--- config.mk ---
export PLATFORM = sky130hd
export DESIGN_NAME = hssl_link_ctrl_flat
export DESIGN_NICKNAME = d
export VERILOG_FILES = /design/src/rtl/hssl_link_ctrl_if.sv /design/src/rtl/hssl_link_ctrl.sv /design/src/flat_wrapper.sv
export SDC_FILE = /design/constraint.sdc
export NUM_CORES = 1
export LEC_CHECK = 0
export CAP_MARGIN = 10
export CELL_PAD_IN_SITES_DETAIL_PLACEMENT = 1
export CELL_PAD_IN_SITES_GLOBAL_PLACEMENT = 1
export CORE_ASPECT_RATIO = 0.6
export CORE_MARGIN = 10
export CORE_UTILIZATION = 45
export DETAILED_ROUTE_END_ITERATION = 8
export PLACE_DENSITY_LB_ADDON = 0.3
export SLEW_MARGIN = 20
export SYNTH_ARGS = -nofsm -noshare
export SYNTH_HDL_FRONTEND = slang
export SYNTH_SLANG_ARGS = --single-unit
--- constraint.sdc ---
create_clock -name clk -period 4.92 [get_ports clk]
set_input_delay 0.492 -clock clk [delete_from_list [all_inputs] [get_ports clk]]
set_output_delay 0.492 -clock clk [all_outputs]
set_load 0.03 [all_outputs]
--- src/rtl/hssl_link_ctrl_if.sv ---
// ============================================================================
// hssl_link_ctrl_if : control/status bundle between the link sequencer and
// its environment.
// Rev 1.0
// ============================================================================
`default_nettype none

interface hssl_link_ctrl_if;
  logic       enable_in;
  logic       restart_in;
  logic [1:0] loss_of_sync_state_in;
  logic       handshake_complete_in;
  logic       version_mismatch_in;
  logic       stop_out;
  logic       loss_reset_out;
  logic       link_up_out;
  logic [2:0] state_out;
  logic [7:0] rst_cnt_out;
  logic [7:0] drop_cnt_out;

  // The sequencer itself is the slave side.
  modport slave (
    input  enable_in, restart_in, loss_of_sync_state_in,
           handshake_complete_in, version_mismatch_in,
    output stop_out, loss_reset_out, link_up_out, state_out,
           rst_cnt_out, drop_cnt_out
  );

  modport master (
    output enable_in, restart_in, loss_of_sync_state_in,
           handshake_complete_in, version_mismatch_in,
    input  stop_out, loss_reset_out, link_up_out, state_out,
           rst_cnt_out, drop_cnt_out
  );
endinterface

`default_nettype wire

--- src/rtl/hssl_link_ctrl.sv ---
// ============================================================================
// hssl_link_ctrl : HSSL link bring-up / recovery sequencer (stop gating,
// RX reset pulses, drop/reset statistics).
// Rev 1.0
// ============================================================================
`default_nettype none

module hssl_link_ctrl #(
  parameter int SYNC_TIMEOUT = 1024,
  parameter int HS_TIMEOUT   = 4096,
  parameter int RST_CYCLES   = 16
) (
  input  wire logic        clk,
  input  wire logic        reset_n,
  hssl_link_ctrl_if.slave  lnk
);

  localparam int MAX_SH = (SYNC_TIMEOUT > HS_TIMEOUT) ? SYNC_TIMEOUT : HS_TIMEOUT;
  localparam int MAX_T  = (MAX_SH > RST_CYCLES) ? MAX_SH : RST_CYCLES;
  localparam int TW     = $clog2(MAX_T) + 1;

  localparam logic [TW-1:0] SYNC_LAST = TW'(SYNC_TIMEOUT - 1);
  localparam logic [TW-1:0] HS_LAST   = TW'(HS_TIMEOUT - 1);
  localparam logic [TW-1:0] RST_LAST  = TW'(RST_CYCLES - 1);

  typedef enum logic [2:0] {
    S_DISABLED  = 3'd0,
    S_WAIT_SYNC = 3'd1,
    S_WAIT_HS   = 3'd2,
    S_LINK_UP   = 3'd3,
    S_RX_RST    = 3'd4,
    S_MISMATCH  = 3'd5
  } state_t;

  state_t        state;
  state_t        state_nxt;
  logic [TW-1:0] timer;
  logic [7:0]    rst_cnt;
  logic [7:0]    drop_cnt;
  logic          stop_r;
  logic          loss_reset_r;
  logic          link_up_r;

  logic          lss_ok;
  logic          timer_clr;
  logic          drop_evt;
  logic          rst_entry;
  logic          timed_state;

  assign lss_ok = (lnk.loss_of_sync_state_in == 2'b00);

  always_comb begin
    state_nxt = state;
    timer_clr = 1'b0;
    drop_evt  = 1'b0;
    if (!lnk.enable_in) begin
      state_nxt = S_DISABLED;
    end else begin
      case (state)
        S_DISABLED: state_nxt = S_WAIT_SYNC;
        S_WAIT_SYNC: begin
          // Restart here keeps the state but re-arms the sync timeout.
          if (lnk.restart_in)          timer_clr = 1'b1;
          else if (lss_ok)             state_nxt = S_WAIT_HS;
          else if (timer == SYNC_LAST) state_nxt = S_RX_RST;
        end
        S_WAIT_HS: begin
          if (lnk.restart_in)                  state_nxt = S_WAIT_SYNC;
          else if (lnk.version_mismatch_in)    state_nxt = S_MISMATCH;
          else if (!lss_ok)                    state_nxt = S_WAIT_SYNC;
          else if (lnk.handshake_complete_in)  state_nxt = S_LINK_UP;
          else if (timer == HS_LAST)           state_nxt = S_RX_RST;
        end
        S_LINK_UP: begin
          if (lnk.restart_in)               state_nxt = S_WAIT_SYNC;
          else if (lnk.version_mismatch_in) state_nxt = S_MISMATCH;
          else if (!lss_ok || !lnk.handshake_complete_in) begin
            state_nxt = S_WAIT_SYNC;
            drop_evt  = 1'b1;
          end
        end
        S_RX_RST: begin
          if (lnk.restart_in || timer == RST_LAST) state_nxt = S_WAIT_SYNC;
        end
        S_MISMATCH: begin
          if (lnk.restart_in) state_nxt = S_WAIT_SYNC;
        end
        default: state_nxt = S_DISABLED;
      endcase
    end
  end

  assign rst_entry   = (state_nxt == S_RX_RST) && (state != S_RX_RST);
  assign timed_state = (state == S_WAIT_SYNC) || (state == S_WAIT_HS) ||
                       (state == S_RX_RST);

  always_ff @(posedge clk or negedge reset_n) begin
    if (!reset_n) begin
      state        <= S_DISABLED;
      timer        <= '0;
      rst_cnt      <= 8'd0;
      drop_cnt     <= 8'd0;
      stop_r       <= 1'b1;
      loss_reset_r <= 1'b0;
      link_up_r    <= 1'b0;
    end else begin
      state <= state_nxt;

      // Untimed states park the timer at zero so it can never wrap.
      if ((state_nxt != state) || timer_clr || !timed_state) timer <= '0;
      else                                                  timer <= timer + 1'b1;

      if (rst_entry && (rst_cnt != 8'hFF))  rst_cnt  <= rst_cnt + 8'd1;
      if (drop_evt && (drop_cnt != 8'hFF))  drop_cnt <= drop_cnt + 8'd1;

      stop_r       <= (state_nxt != S_LINK_UP);
      loss_reset_r <= (state_nxt == S_RX_RST);
      link_up_r    <= (state_nxt == S_LINK_UP);
    end
  end

  assign lnk.state_out      = state;
  assign lnk.stop_out       = stop_r;
  assign lnk.loss_reset_out = loss_reset_r;
  assign lnk.link_up_out    = link_up_r;
  assign lnk.rst_cnt_out    = rst_cnt;
  assign lnk.drop_cnt_out   = drop_cnt;

endmodule

`default_nettype wire

--- src/flat_wrapper.sv ---
// flat-port wrapper written by rule: the top's interface ports become plain ports
module hssl_link_ctrl_flat 
#(
  parameter int SYNC_TIMEOUT = 1024,
  parameter int HS_TIMEOUT   = 4096,
  parameter int RST_CYCLES   = 16
)
  (clk, reset_n, lnk_enable_in, lnk_restart_in, lnk_loss_of_sync_state_in, lnk_handshake_complete_in, lnk_version_mismatch_in, lnk_stop_out, lnk_loss_reset_out, lnk_link_up_out, lnk_state_out, lnk_rst_cnt_out, lnk_drop_cnt_out);
  hssl_link_ctrl_if lnk_i ();
  input  wire logic clk;
  input  wire logic reset_n;
  input wire logic [$bits(lnk_i.enable_in)-1:0] lnk_enable_in;
  input wire logic [$bits(lnk_i.restart_in)-1:0] lnk_restart_in;
  input wire logic [$bits(lnk_i.loss_of_sync_state_in)-1:0] lnk_loss_of_sync_state_in;
  input wire logic [$bits(lnk_i.handshake_complete_in)-1:0] lnk_handshake_complete_in;
  input wire logic [$bits(lnk_i.version_mismatch_in)-1:0] lnk_version_mismatch_in;
  output wire logic [$bits(lnk_i.stop_out)-1:0] lnk_stop_out;
  output wire logic [$bits(lnk_i.loss_reset_out)-1:0] lnk_loss_reset_out;
  output wire logic [$bits(lnk_i.link_up_out)-1:0] lnk_link_up_out;
  output wire logic [$bits(lnk_i.state_out)-1:0] lnk_state_out;
  output wire logic [$bits(lnk_i.rst_cnt_out)-1:0] lnk_rst_cnt_out;
  output wire logic [$bits(lnk_i.drop_cnt_out)-1:0] lnk_drop_cnt_out;
  assign lnk_i.enable_in = lnk_enable_in;
  assign lnk_i.restart_in = lnk_restart_in;
  assign lnk_i.loss_of_sync_state_in = lnk_loss_of_sync_state_in;
  assign lnk_i.handshake_complete_in = lnk_handshake_complete_in;
  assign lnk_i.version_mismatch_in = lnk_version_mismatch_in;
  assign lnk_stop_out = lnk_i.stop_out;
  assign lnk_loss_reset_out = lnk_i.loss_reset_out;
  assign lnk_link_up_out = lnk_i.link_up_out;
  assign lnk_state_out = lnk_i.state_out;
  assign lnk_rst_cnt_out = lnk_i.rst_cnt_out;
  assign lnk_drop_cnt_out = lnk_i.drop_cnt_out;
  hssl_link_ctrl #(.SYNC_TIMEOUT(SYNC_TIMEOUT), .HS_TIMEOUT(HS_TIMEOUT), .RST_CYCLES(RST_CYCLES)) u_core (.clk(clk), .reset_n(reset_n), .lnk(lnk_i));
endmodule
==> flow_summary_export.csv, run 1 <==
group,metric,value,unit
outcome,status,"completed",
place,placedCellCount,265,
drt,wl,4920,microns
global_route,antenna_found_initial,0,
timing,finalClockSkew,0.00460,ns
logic_synthesis,ys.flop_type,"dfrtp_1",
place,port_buffers,29,
global_route,grt_max_degree,36,
worst_hold_path,min_to,"u_core.lnk.drop_cnt_out[6]",
timing,worstMarginPinSlew,0.468,ns
clock_tree,cts_hold_buf,0,
critical_path,crit_slowest_cell,"clkdlybuf4s50_1",
logic_synthesis,syn_inst,178,
critical_path,crit_fanout,7,
layout,final_cells,273,
timing,maxSlewViolCount,0,
critical_path,worst-r2r-cell-count,7,
critical_path,regToRegStartpoint,"u_core.timer[0]",
layout,layout-drive-gt1-share,0.141,
clock_tree,cts_tree,"built",
drt,antenna_left,0,
critical_path,path_cells,"clkdlybuf4s50_1 > nor3_1 > a221oi_1 > a21oi_1 > nand3_1 > or2_1 > mux2_1",
timing,min_period,2.77,ns
logic_synthesis,yosysSeqAreaShare,0.458,
clock_tree,cts-root-buf,"clkbuf_8",
logic_synthesis,synth_fp_nets,189,
clock_tree,cts.sinks,35,
place,dp_hpwl,3650,microns
logic_synthesis,synth_cell_types,45,
drt,drt_iter0_drc,90,
pwr,leakage,1.01,nW
critical_path,cpPeakStageDelay,0.58,ns
critical_path,timing.critical_path.required,5.10,ns
layout,diodes,0,
floorplan,fp-row-count,18,
layout,area_delta_synth_final,24.0,%
drt,dr.pass1.iters,4,
clock_tree,clk_pin_slew,0.07,ns
clock_tree,post_cts_buffers,0,
logic_synthesis,ys_seq_elements,35,
layout,post-route-util,0.580,
critical_path,critPathCaptureType,"flip-flop",
logic_synthesis,synthDominantCellAreaShare,0.444,
clock_tree,cts_resized,0,
logic_synthesis,synth_edf_count,0,
floorplan,fp.coreArea,4100,sq um
global_route,grt_pass1_vias,1625,
timing,setup_viol,0,
clock_tree,clk_latency,0.29,ns
critical_path,worstSetupPathType,"in -> reg",
logic_synthesis,syn_avg_cell_area,10.8,sq um
clock_tree,cts_max_path_buffers,2,
logic_synthesis,syn-cell-area,1920,sq um
floorplan,die_h,70.5,microns
drt,wl_per_cell,18.0,microns
clock_tree,htree_levels,2,
worst_hold_path,hold_depth,1,
place,place.gp.congestion,0.943,
drt,vias_per_cell,5.45,
critical_path,cp-start-kind,"primary input",
logic_synthesis,synth_area_leaders,"dfrtp_1 44%, xor2_1 5.9%, nor3_2 5.2%",
drt,vias,1488,
logic_synthesis,async_flop_share,1.00,
job,cap_violations,0,
timing,rsz0062_at_grt,"false",
timing,slew_headroom,0.686,
critical_path,reg2reg_slack,2.42,ns
timing,fmax,0.362,GHz
logic_synthesis,synth.largest_area_cell,"dfrtp_1",
timing,setup_tns,0,ns
floorplan,die_w,104,microns
layout,fin_nets,223,
clock_tree,cts_buffers,5,
worst_hold_path,hp-class,"reg -> reg",
floorplan,start_util,0.467,
pwr,p_per_area,260,nW/um^2
floorplan,boundaryPins,30,
worst_hold_path,hold_start,"u_core.lnk.drop_cnt_out[6]",
timing,finalCritPeriodShare,0.562,
critical_path,cp.arrival,2.94,ns
pwr,peakVddDrop,0.000156,V
global_route,grt_pass1_wl,8380,microns
global_route,grt-ovfl-total,0,
logic_synthesis,yosysWarningCount,0,
floorplan,dieArea,7350,sq um
critical_path,rr_endpoint,"u_core.lnk.rst_cnt_out[1]",
global_route,grt_usage,0.139,
timing,hold_viol,0,
drt,drcViolationCount,0,
state kept, by name (all words and copies together), names as in the netlist:
signal,cells
u_core.lnk.drop_cnt_out,8
u_core.lnk.loss_reset_out,1
u_core.timer,13
u_core.lnk.rst_cnt_out,8
u_core.lnk.link_up_out,1
u_core.lnk.state_out,3
u_core.lnk.stop_out,1
layer usage:
layer,GRT usage,up-vias,share of wire
met4,0.0261,0,0.0071
li1,-,707,-
met5,0,-,0
met1,0.186,748,0.49
met3,0.0552,5,0.058
met2,0.209,28,0.44
power breakdown:
part           switching (W)  internal, W  total (W)
clock network       0.000104     0.000164   0.000268
registers         0.00000666     0.000291   0.000298
logic              0.0000329    0.0000193  0.0000522
total               0.000143     0.000475   0.000618
how the worst max path moves through the flow:
| stage | startpoint | endpoint | slack (ns) | cells past startpoint |
|---|---|---|---|---|
| global route | lnk_restart_in | u_core.lnk.rst_cnt_out[1] | 2.00 | 7 |
| global placement | lnk_restart_in | u_core.lnk.rst_cnt_out[1] | 2.12 | 7 |
| floorplan | u_core.lnk.state_out[2] | u_core.lnk.rst_cnt_out[6] | 2.63 | 6 |
| finish | lnk_restart_in | u_core.lnk.rst_cnt_out[1] | 2.15 | 7 |
| CTS | lnk_restart_in | u_core.lnk.rst_cnt_out[1] | 2.22 | 7 |
| detailed placement | lnk_restart_in | u_core.lnk.rst_cnt_out[6] | 1.95 | 7 |
cells by family after synthesis:
kind of cell,synth area share
muxes,0.0196
and+or+nand+nor,0.290
AOI/OAI and AO/OA,0.0653
DFF,0.458
adders and majority gates,0.0196
xor gates and xnor gates,0.118
buffers and inverters,0.0294
metrics by stage:
stage / setup slack (ns) / cell area (sq um) / hold WS, ns / power (W)
final: 2.15 / 2380 / 0.509 / 0.000618
after global routing: 2.00 / 2380 / 0.540 / 0.000640
after CTS: 2.22 / 2380 / 0.518 / 0.000624
after detailed placement: 1.95 / 2260 / 0.505 / 0.000355
after global placement: 2.12 / 2260 / 0.486 / 0.000352
after floorplan: 2.63 / 1920 / 0.196 / 0.000329
critical path, delay by kind of cell:
kind	cells	cell delay, ns
AOI/OAI and AO/OA	2	0.52
buffers and inverters	1	0.58
muxes	1	0.31
and+or+nand+nor	3	1.03
Yosys cell counts, types with 3 or more instances:
master / count
a21oi_1: 4
and3_1: 5
and4_1: 3
dfrtp_1: 34
ha_1: 3
inv_1: 5
nand2_1: 13
nand2b_1: 8
nand3_1: 11
nand4_1: 9
nor2_1: 6
nor3_1: 7
nor3_2: 10
nor4_1: 4
xnor2_1: 11
xor2_1: 13
cell usage in the layout (no fill, tap or decap), types with 2 or more instances in the layout:
master,instances
nand3_1,11
clkbuf_8,6
nor3_2,10
nor4_1,4
clkdlybuf4s50_1,29
nor3_1,7
buf_4,2
dfrtp_1,34
o21ai_0,2
xor2_1,13
nand2b_1,8
and4_1,3
inv_1,5
a21oi_1,4
xnor2_1,11
nand2_1,13
nor2_1,6
and3_1,5
ha_1,3
nand4_1,9
layout make-up:
class / instances / area [sq um]
sequential: 35 / 877
clock buffer: 6 / 82.6
clock inverter: 2 / 35.0
inverter: 5 / 18.8
tap: 60 / 75.1
fill: 447 / 1720
multi-input combinational: 134 / 982
timing repair buffer: 31 / 305
Note: power is estimated with default switching activity, not from simulation.
==> run 2, diff against run 1 <==
CORE_UTILIZATION = 42   (was 45)
clock period = 2.6 ns   (was 4.92 ns; I/O delays follow)
==> flow_summary_export.csv, run 2 (synthesis gave the netlist of run 1 again) <==
group,metric,value,unit
global_route,grt_pass1_wl,8850,microns
layout,layout-drive-gt1-share,0.149,
critical_path,crit_fanout,4,
timing,finalClockSkew,0.00174,ns
layout,final_common_cell,"dfrtp_1",
floorplan,start_util,0.450,
critical_path,cp-start-kind,"primary input",
layout,largest_register_ff_count,13,
clock_tree,cts-root-buf,"clkbuf_8",
timing,worstMarginPinSlew,0.580,ns
floorplan,dieArea,7750,sq um
pwr,pwr-share-clk,0.394,
critical_path,crit_slowest_cell,"nor3_1",
pwr,peakVddDrop,0.000202,V
global_route,grt_max_degree,36,
clock_tree,cts.sinks,35,
layout,multi_input_area,988,sq um
clock_tree,post_cts_buffers,0,
critical_path,cpPeakStageDelay,0.52,ns
pwr,power.switching,0.000268,W
timing,hold_viol,0,
job,cap_violations,0,
drt,wl_per_cell,19.0,microns
critical_path,worstSetupPathType,"in -> reg",
drt,vias_per_cell,5.54,
place,dp_hpwl,3890,microns
critical_path,worst-r2r-cell-count,7,
global_route,grt_usage,0.143,
drt,antenna_left,0,
timing,setup_tns,0,ns
worst_hold_path,hp-class,"in -> async",
place,place.gp.congestion,0.863,
floorplan,die_h,72.3,microns
clock_tree,clk_latency,0.29,ns
layout,regArea,877,sq um
layout,fill_cells,466,
pwr,pwr-share-seq,0.513,
critical_path,critPathCaptureType,"flip-flop",
layout,area_delta_synth_final,24.2,%
drt,dr.pass1.iters,4,
critical_path,path_cells,"clkdlybuf4s50_1 > nor3_1 > a221oi_1 > a21oi_1 > nand3_1 > or2_1 > mux2_1",
timing,min_period,2.44,ns
drt,drt_iter0_drc,71,
drt,drcViolationCount,0,
critical_path,regToRegStartpoint,"u_core.timer[0]",
layout,diodes,0,
pwr,comb_power_share,0.093,
outcome,status,"completed",
layout,final_cell_mix,"34 x dfrtp_1, 29 x clkdlybuf4s50_1, 13 x nand2_1, 13 x xor2_1",
critical_path,startpoint,"lnk_restart_in",
critical_path,timing.critical_path.required,2.77,ns
layout,final_cells,275,
place,port_buffers,29,
timing,slew_headroom,0.610,
floorplan,fp.coreArea,4260,sq um
place,placedCellCount,267,
timing,rsz0062_at_grt,"false",
timing,setup_viol,0,
clock_tree,cts_tree,"built",
global_route,antenna_found_initial,0,
pwr,leakage,1.01,nW
clock_tree,cts_buffers,5,
timing,maxSlewViolCount,0,
timing,finalCritPeriodShare,0.938,
floorplan,fp-row-count,18,
clock_tree,cts_max_path_buffers,2,
layout,regMostFlops,"u_core.timer",
timing,fmax,0.410,GHz
global_route,grt-ovfl-total,0,
timing,fin_hold_ws,0.388,ns
pwr,p_int,0.000831,W
floorplan,die_w,107,microns
pwr,p_per_area,462,nW/um^2
global_route,grt_pass1_vias,1622,
critical_path,cp.arrival,2.61,ns
drt,vias,1523,
clock_tree,htree_levels,2,
clock_tree,clk_pin_slew,0.07,ns
layout,fin_nets,225,
drt,wl,5210,microns
pwr,switching_share,0.244,
floorplan,boundaryPins,30,
run 2: cell count changes in the layout (fill, tap and decap cells not counted):
cell / previous run / this run
clkbuf_1: 0 / 1
clkinv_2: 1 / 0
clkbuf_8: 6 / 7
buf_4: 2 / 4
nor4_2: 0 / 1
bufinv_16: 1 / 0
nor4_1: 4 / 3
run 2: what timing repair did:
| action | CTS | global route |
|---|---|---|
| resized for setup | 0 | 1 |
| hold buffers | 0 | 0 |
| endpoints found under the setup margin | 0 | 1 |
run 2: area by class of cell:
class                      count  area share
multi-input combinational    134       0.415
sequential                    35       0.369
timing repair buffer          33       0.135
clock buffer                   8      0.0421
tap                           60      0.0315
inverter                       5     0.00789
run 2: power by group through the flow:
stage	Combinational (W)	Clock (W)	Sequential, W
3_3_place_gp	0.0000961	0	0.000573
4_1_cts	0.000103	0.000443	0.000564
2_1_floorplan	0.0000439	0	0.000579
3_5_place_dp	0.000101	0	0.000574
6_report	0.000102	0.000433	0.000564
5_1_grt	0.000111	0.000472	0.000565
run 2: metrics by stage:
stage,area (sq um),setup WS (ns),power [W],utilization
final,2380,0.162,0.00110,0.559
after global routing,2380,0.0360,0.00115,0.559
after CTS,2370,0.159,0.00111,0.558
after detailed placement,2270,0.0134,0.000675,0.534
after global placement,2270,0.198,0.000669,0.534
after floorplan,1920,0.313,0.000623,-
run 2: critical path, delay by kind of cell:
family | cells | cell delay [ns]
buf+inv | 1 | 0.43
compound gates | 2 | 0.59
simple gates | 3 | 1.02
mux | 1 | 0.31
run 2: path summary, 6_finish.rpt:
path | end | slack [ns]
worst max-delay path | u_core.lnk.rst_cnt_out[1] | 0.16
worst min-delay path | u_core.timer[12] | 0.39
worst max register to register | u_core.lnk.rst_cnt_out[1] | 0.16
worst min register to register | u_core.timer[0] | 0.50
max in group asynchronous | u_core.lnk.stop_out | 1.87
min in group clk | u_core.timer[0] | 0.50
run 2: metal layers:
layer / vias to the layer above / wire length [microns] / GRT usage
met5: - / 0 / 0
met4: 0 / 53 / 0.0389
met2: 31 / 2290 / 0.215
met1: 773 / 2570 / 0.186
li1: 712 / - / -
met3: 7 / 291 / 0.0556
